--- config.mk ---
export PLATFORM = sky130hd
export DESIGN_NAME = rf_debug_port
export DESIGN_NICKNAME = d
export VERILOG_FILES = /design/src/rtl/rf_dbg_pkg.sv /design/src/rtl/rf_debug_port.sv
export SDC_FILE = /design/constraint.sdc
export NUM_CORES = 1
export LEC_CHECK = 0
export CORE_ASPECT_RATIO = 0.5
export CORE_UTILIZATION = 40
export DETAILED_ROUTE_END_ITERATION = 8
export PLACE_DENSITY_LB_ADDON = 0.12
export SETUP_SLACK_MARGIN = 0.05
export SLEW_MARGIN = 20
export SYNTH_ARGS = -nofsm -noshare
export SYNTH_HDL_FRONTEND = slang
export SYNTH_SLANG_ARGS = --single-unit
--- constraint.sdc ---
create_clock -name clk -period 2.95 [get_ports clk]
set_input_delay 0.7375 -clock clk [delete_from_list [all_inputs] [get_ports clk]]
set_output_delay 0.7375 -clock clk [all_outputs]
set_load 0.02 [all_outputs]
--- src/rtl/rf_dbg_pkg.sv ---
// Shared types and widths for the register-file debug/boot access port.
package rf_dbg_pkg;

  localparam int unsigned WORD_W = 32;
  localparam int unsigned IDX_W  = 5;

  // Sequencer states: idle, streaming writes in, streaming reads out, completion pulse.
  typedef enum logic [1:0] {
    ST_IDLE   = 2'd0,
    ST_LOAD   = 2'd1,
    ST_DUMP   = 2'd2,
    ST_FINISH = 2'd3
  } dbg_state_e;

  // One DUMP beat: register index plus its contents.
  typedef struct packed {
    logic [IDX_W-1:0]  idx;
    logic [WORD_W-1:0] data;
  } dump_word_t;

endpackage

--- src/rtl/rf_debug_port.sv ---
// Debug/boot access port: loads the register file from a word stream or
// dumps it as {index, data} beats, stalling the core while active.
module rf_debug_port
  import rf_dbg_pkg::*;
#(
  parameter int unsigned FIRST_REG = 1,
  parameter int unsigned LAST_REG  = 31
) (
  input  logic              clk,
  input  logic              rst,
  input  logic              load_start,
  input  logic              dump_start,
  input  logic              abort,
  input  logic              in_valid,
  input  logic [WORD_W-1:0] in_data,
  output logic              in_ready,
  output logic              out_valid,
  output logic [WORD_W-1:0] out_data,
  output logic [IDX_W-1:0]  out_index,
  input  logic              out_ready,
  output logic              dbg_wenable,
  output logic [IDX_W-1:0]  dbg_dest,
  output logic [WORD_W-1:0] dbg_wdata,
  output logic [IDX_W-1:0]  dbg_raddr,
  input  logic [WORD_W-1:0] dbg_rdata,
  output logic              busy,
  output logic              cpu_stall,
  output logic              done
);

  localparam logic [IDX_W-1:0] FIRST_IDX = IDX_W'(FIRST_REG);
  localparam logic [IDX_W-1:0] LAST_IDX  = IDX_W'(LAST_REG);

  dbg_state_e        r_state;
  logic [IDX_W-1:0]  r_idx;
  logic              r_in_ready;
  logic              r_out_valid;
  dump_word_t        r_out;
  logic              r_last_filled;
  logic              r_wenable;
  logic [IDX_W-1:0]  r_dest;
  logic [WORD_W-1:0] r_wdata;
  logic [IDX_W-1:0]  r_raddr;
  logic              r_busy;
  logic              r_done;

  logic              w_accept;
  logic              w_dump_hs;
  logic              w_fill;
  logic              w_idx_last;

  // Handshake qualifiers; a fill may reuse the slot in the same cycle it drains.
  assign w_accept   = (r_state == ST_LOAD) && in_valid && r_in_ready;
  assign w_dump_hs  = r_out_valid && out_ready;
  assign w_fill     = (r_state == ST_DUMP) && !r_last_filled && (!r_out_valid || out_ready);
  assign w_idx_last = (r_idx == LAST_IDX);

  // Sequencer: state, index counter, write-pulse register and output register.
  always_ff @(posedge clk or posedge rst) begin
    if (rst) begin
      r_state       <= ST_IDLE;
      r_idx         <= FIRST_IDX;
      r_in_ready    <= 1'b0;
      r_out_valid   <= 1'b0;
      r_out         <= '0;
      r_last_filled <= 1'b0;
      r_wenable     <= 1'b0;
      r_dest        <= '0;
      r_wdata       <= '0;
      r_raddr       <= '0;
      r_busy        <= 1'b0;
      r_done        <= 1'b0;
    end else if (abort && (r_state != ST_IDLE)) begin
      // Abort drops everything in flight; writes already landed stay in the RF.
      r_state       <= ST_IDLE;
      r_idx         <= FIRST_IDX;
      r_in_ready    <= 1'b0;
      r_out_valid   <= 1'b0;
      r_out         <= '0;
      r_last_filled <= 1'b0;
      r_wenable     <= 1'b0;
      r_dest        <= '0;
      r_wdata       <= '0;
      r_raddr       <= '0;
      r_busy        <= 1'b0;
      r_done        <= 1'b0;
    end else begin
      r_wenable <= 1'b0;
      r_done    <= 1'b0;
      case (r_state)
        ST_IDLE: begin
          if (load_start) begin
            r_state    <= ST_LOAD;
            r_idx      <= FIRST_IDX;
            r_in_ready <= 1'b1;
            r_busy     <= 1'b1;
          end else if (dump_start) begin
            r_state       <= ST_DUMP;
            r_idx         <= FIRST_IDX;
            r_raddr       <= FIRST_IDX;
            r_last_filled <= 1'b0;
            r_busy        <= 1'b1;
          end
        end
        ST_LOAD: begin
          if (w_accept) begin
            r_wenable <= 1'b1;
            r_dest    <= r_idx;
            r_wdata   <= in_data;
            if (w_idx_last) begin
              // Final write pulse overlaps the FINISH cycle.
              r_state    <= ST_FINISH;
              r_in_ready <= 1'b0;
              r_done     <= 1'b1;
            end else begin
              r_idx <= r_idx + IDX_W'(1);
            end
          end
        end
        ST_DUMP: begin
          if (w_fill) begin
            r_out       <= '{idx: r_idx, data: dbg_rdata};
            r_out_valid <= 1'b1;
            if (w_idx_last) begin
              r_last_filled <= 1'b1;
            end else begin
              r_idx   <= r_idx + IDX_W'(1);
              r_raddr <= r_idx + IDX_W'(1);
            end
          end else if (w_dump_hs) begin
            // Only reachable once the last entry is filled and now consumed.
            r_out_valid <= 1'b0;
            r_raddr     <= '0;
            r_state     <= ST_FINISH;
            r_done      <= 1'b1;
          end
        end
        ST_FINISH: begin
          r_state       <= ST_IDLE;
          r_idx         <= FIRST_IDX;
          r_busy        <= 1'b0;
          r_dest        <= '0;
          r_wdata       <= '0;
          r_out         <= '0;
          r_last_filled <= 1'b0;
        end
        default: begin
          r_state <= ST_IDLE;
        end
      endcase
    end
  end

  // Port mapping of the registered state; the stall is the busy flag itself.
  assign in_ready    = r_in_ready;
  assign out_valid   = r_out_valid;
  assign out_data    = r_out.data;
  assign out_index   = r_out.idx;
  assign dbg_wenable = r_wenable;
  assign dbg_dest    = r_dest;
  assign dbg_wdata   = r_wdata;
  assign dbg_raddr   = r_raddr;
  assign busy        = r_busy;
  assign cpu_stall   = r_busy;
  assign done        = r_done;

endmodule

==> out/metrics.cfg <==
[sta]
final_max_slew_viol_count=0
slew_headroom_pct=68.22
skew_ps=5.595
setup_viol=0
setup_slack_ps=667.3
rsz0062_at_grt=no
fin_crit_sh_pct=77.38
hold_viol=0
fin_crit_ps=2283
fmax_mhz=438.1
tns_ps=0
worst_pin_slew_ps=463.5

[cells_and_area]
multi_input_area_um2=1650
antennaDiodeCount=0
drive_gt1_share_pct=7.021
nNetsFinal=657
final_common_cell=clkdlybuf4s50_1
fill_cells=902
layout.area.seq_um2=2303
final_cell_mix=clkdlybuf4s50_1 (155), nand2_1 (115), dfrtp_1 (91)
area_growth_pct=45.12

[cts]
cts_setup_buffers=0
cts_buffer_depth=2
htreeDepth=3
clk_pin_slew_ps=70
clk_latency_ps=340
cts_hold_buffers=0
cts_root_buffer=clkbuf_16
clkSinkCount=92
ctsResizeCount=0
cts_tree=done
numCtsBuffers=9

[place]
gp_congestion=0.8131
numPortBuffers=155
pre_cts_slack_ps=426.8
dpl.hpwl_um=7006

[floorplan]
rows=26
die_y_um=75.56
dieArea_um2=11270
start_util_pct=41.72
core_um2=10380
io-pin-count=156
fp.dieW_um=149.1

[power_and_ir_drop]
p_int_w=0.004179
leakage_nw=2.903
swShare_pct=40.34
ir_drop_v=0.0006255
clockPowerShare_pct=18.3
power_switching_w=0.002826
seqPwrFrac_pct=29.5
comb_power_share_pct=52.2
power.density_nw_per_um2=1115

[yosys]
netlist_area_um2=4329
synth_edf_count=0
ys.warnings.count=0
syn_inst=431
ys_async_sr_fraction_pct=100.0
synth.avg_cell_area_um2=10.04
syn_nets=509
synth-seq-area-share_pct=53.21
ys_seq_elements=92
ys.flop_type=dfrtp_1
netlist-cell-type-count=48

[worst_setup_path]
critPathKind=flop to flop
critical_path.startpoint_type=flop
worstPathArrival_ps=2500
cp-end-kind=flop
crit_family=flip-flops
crit_path_max_fanout=13
reg2reg_from=r_state[0]
critPathMaxStageDelay_ps=460
path_cells=inv_1, ha_1, nand2b_4, nand2_1, o221ai_2, mux2_2
crit_slowest_cell=dfrtp_1
critPathRequiredTime_ps=3170
cp.buffers_inverters=1
startpoint=r_state[0]

[drt]
wire_per_inst_um=14.09
drt_iter0_drc=194
first_pass_iters=4
viasPerCell=4.660
route.detailed.drc=0
num_vias=3374
antenna_left=0
wl_um=10200

[global_routing]
antenna_found_initial=0
grt_start_max_net_pins=75
overflow=0
grtUsageTotal_pct=18.26
grt_pass1_wl_um=15850
grt_pass1_vias=3125

[status]
status=finished clean

[job]
cap_viol_max_count=0

[hold_path]
hold_class=flop to flop
worstHoldStart=dbg_wdata[23]

==> power groups by stage <==
stage / clock [W] / combinational (W) / sequential [W]
global route: 0.00136 / 0.00398 / 0.00213
finish: 0.00128 / 0.00366 / 0.00207
detailed placement: 0 / 0.00369 / 0.00209
CTS: 0.00132 / 0.00370 / 0.00207
floorplan: 0 / 0.00189 / 0.00262
global placement: 0 / 0.00365 / 0.00207
==> cell usage after synthesis, types with 2 or more instances <==
library cell | number | area, um^2
nand4_1 | 2 | 12.51
inv_1 | 46 | 172.7
a31oi_1 | 2 | 12.51
clkbuf_1 | 6 | 22.52
nand3_1 | 7 | 35.03
a22oi_1 | 2 | 15.01
o21ai_0 | 37 | 185.2
o211ai_1 | 2 | 15.01
nor2_1 | 6 | 22.52
o21ai_1 | 5 | 25.02
ha_1 | 7 | 87.58
nand2_1 | 115 | 431.7
dfrtp_1 | 91 | 2277
buf_12 | 4 | 80.08
and3_1 | 3 | 18.77
a21oi_1 | 6 | 30.03
nand2b_1 | 2 | 12.51
a22o_1 | 3 | 26.28
buf_6 | 4 | 45.04
mux2i_1 | 41 | 410.4
mux2_2 | 7 | 78.83
buf_2 | 7 | 35.03
==> layer usage <==
layer | share of wire, % | track usage (%) | vias to the layer above
li1 | - | - | 1695
met1 | 49 | 24.48 | 1582
met2 | 45 | 29.46 | 87
met3 | 5.4 | 4.910 | 10
met4 | 0.92 | 5.442 | 0
met5 | 0 | 0 | -
==> registers in the layout, summed over array words and instances (netlist names) <==
register / cells
busy: 1
dbg_dest: 5
dbg_raddr: 5
dbg_wdata: 32
dbg_wenable: 1
done: 1
in_ready: 1
out_data: 32
out_index: 5
out_valid: 1
r_idx: 5
r_last_filled: 1
r_state: 2
==> through the flow <==
step	util, %	total power [W]	cell area, um^2	hold slack (ps)	cells
floorplan	-	0.004513	4333	487.1	431
global placement	57.35	0.005717	5952	461.5	708
detailed placement	57.35	0.005775	5952	470.0	708
CTS	60.54	0.007084	6282	485.3	724
global route	60.54	0.007478	6282	514.0	724
finish	60.54	0.007004	6282	479.5	724
==> layout make-up <==
| cell class | count | area share [%] |
|---|---|---|
| clock inverter | 7 | 1.673 |
| multi-input combinational | 269 | 26.27 |
| tap | 140 | 2.788 |
| inverter | 46 | 2.808 |
| clock buffer | 9 | 3.585 |
| sequential | 92 | 36.67 |
| timing repair buffer | 161 | 26.21 |
==> worst reg2reg max path, cell delays in order (launching register included) <==
cell and delay, ps:
dfrtp_1 460, inv_1 170, ha_1 420, nand2b_4 300
nand2_1 140, o221ai_2 300, mux2_2 380
==> logic make-up after synthesis <==
kind of cell / after synthesis / share of synthesized area [%]
compound gates: 64 / 9.393
xor+xnor: 2 / 0.4047
fa+ha+maj: 7 / 2.023
buf+inv: 70 / 8.815
flops: 92 / 53.21
mux: 48 / 11.30
simple gates: 148 / 14.86
==> worst paths after layout <==
kind	depth (start not counted)	end	slack [ps]
worst max-delay path	6	dbg_raddr[3]	670
worst min-delay path	2	dbg_wdata[23]	480
worst max register to register	6	dbg_raddr[3]	670
worst min register to register	2	dbg_wdata[23]	480
max in group asynchronous	3	dbg_wdata[25]	1470
min in group asynchronous	2	out_data[22]	760
Note: power is estimated with default switching activity, not from simulation.
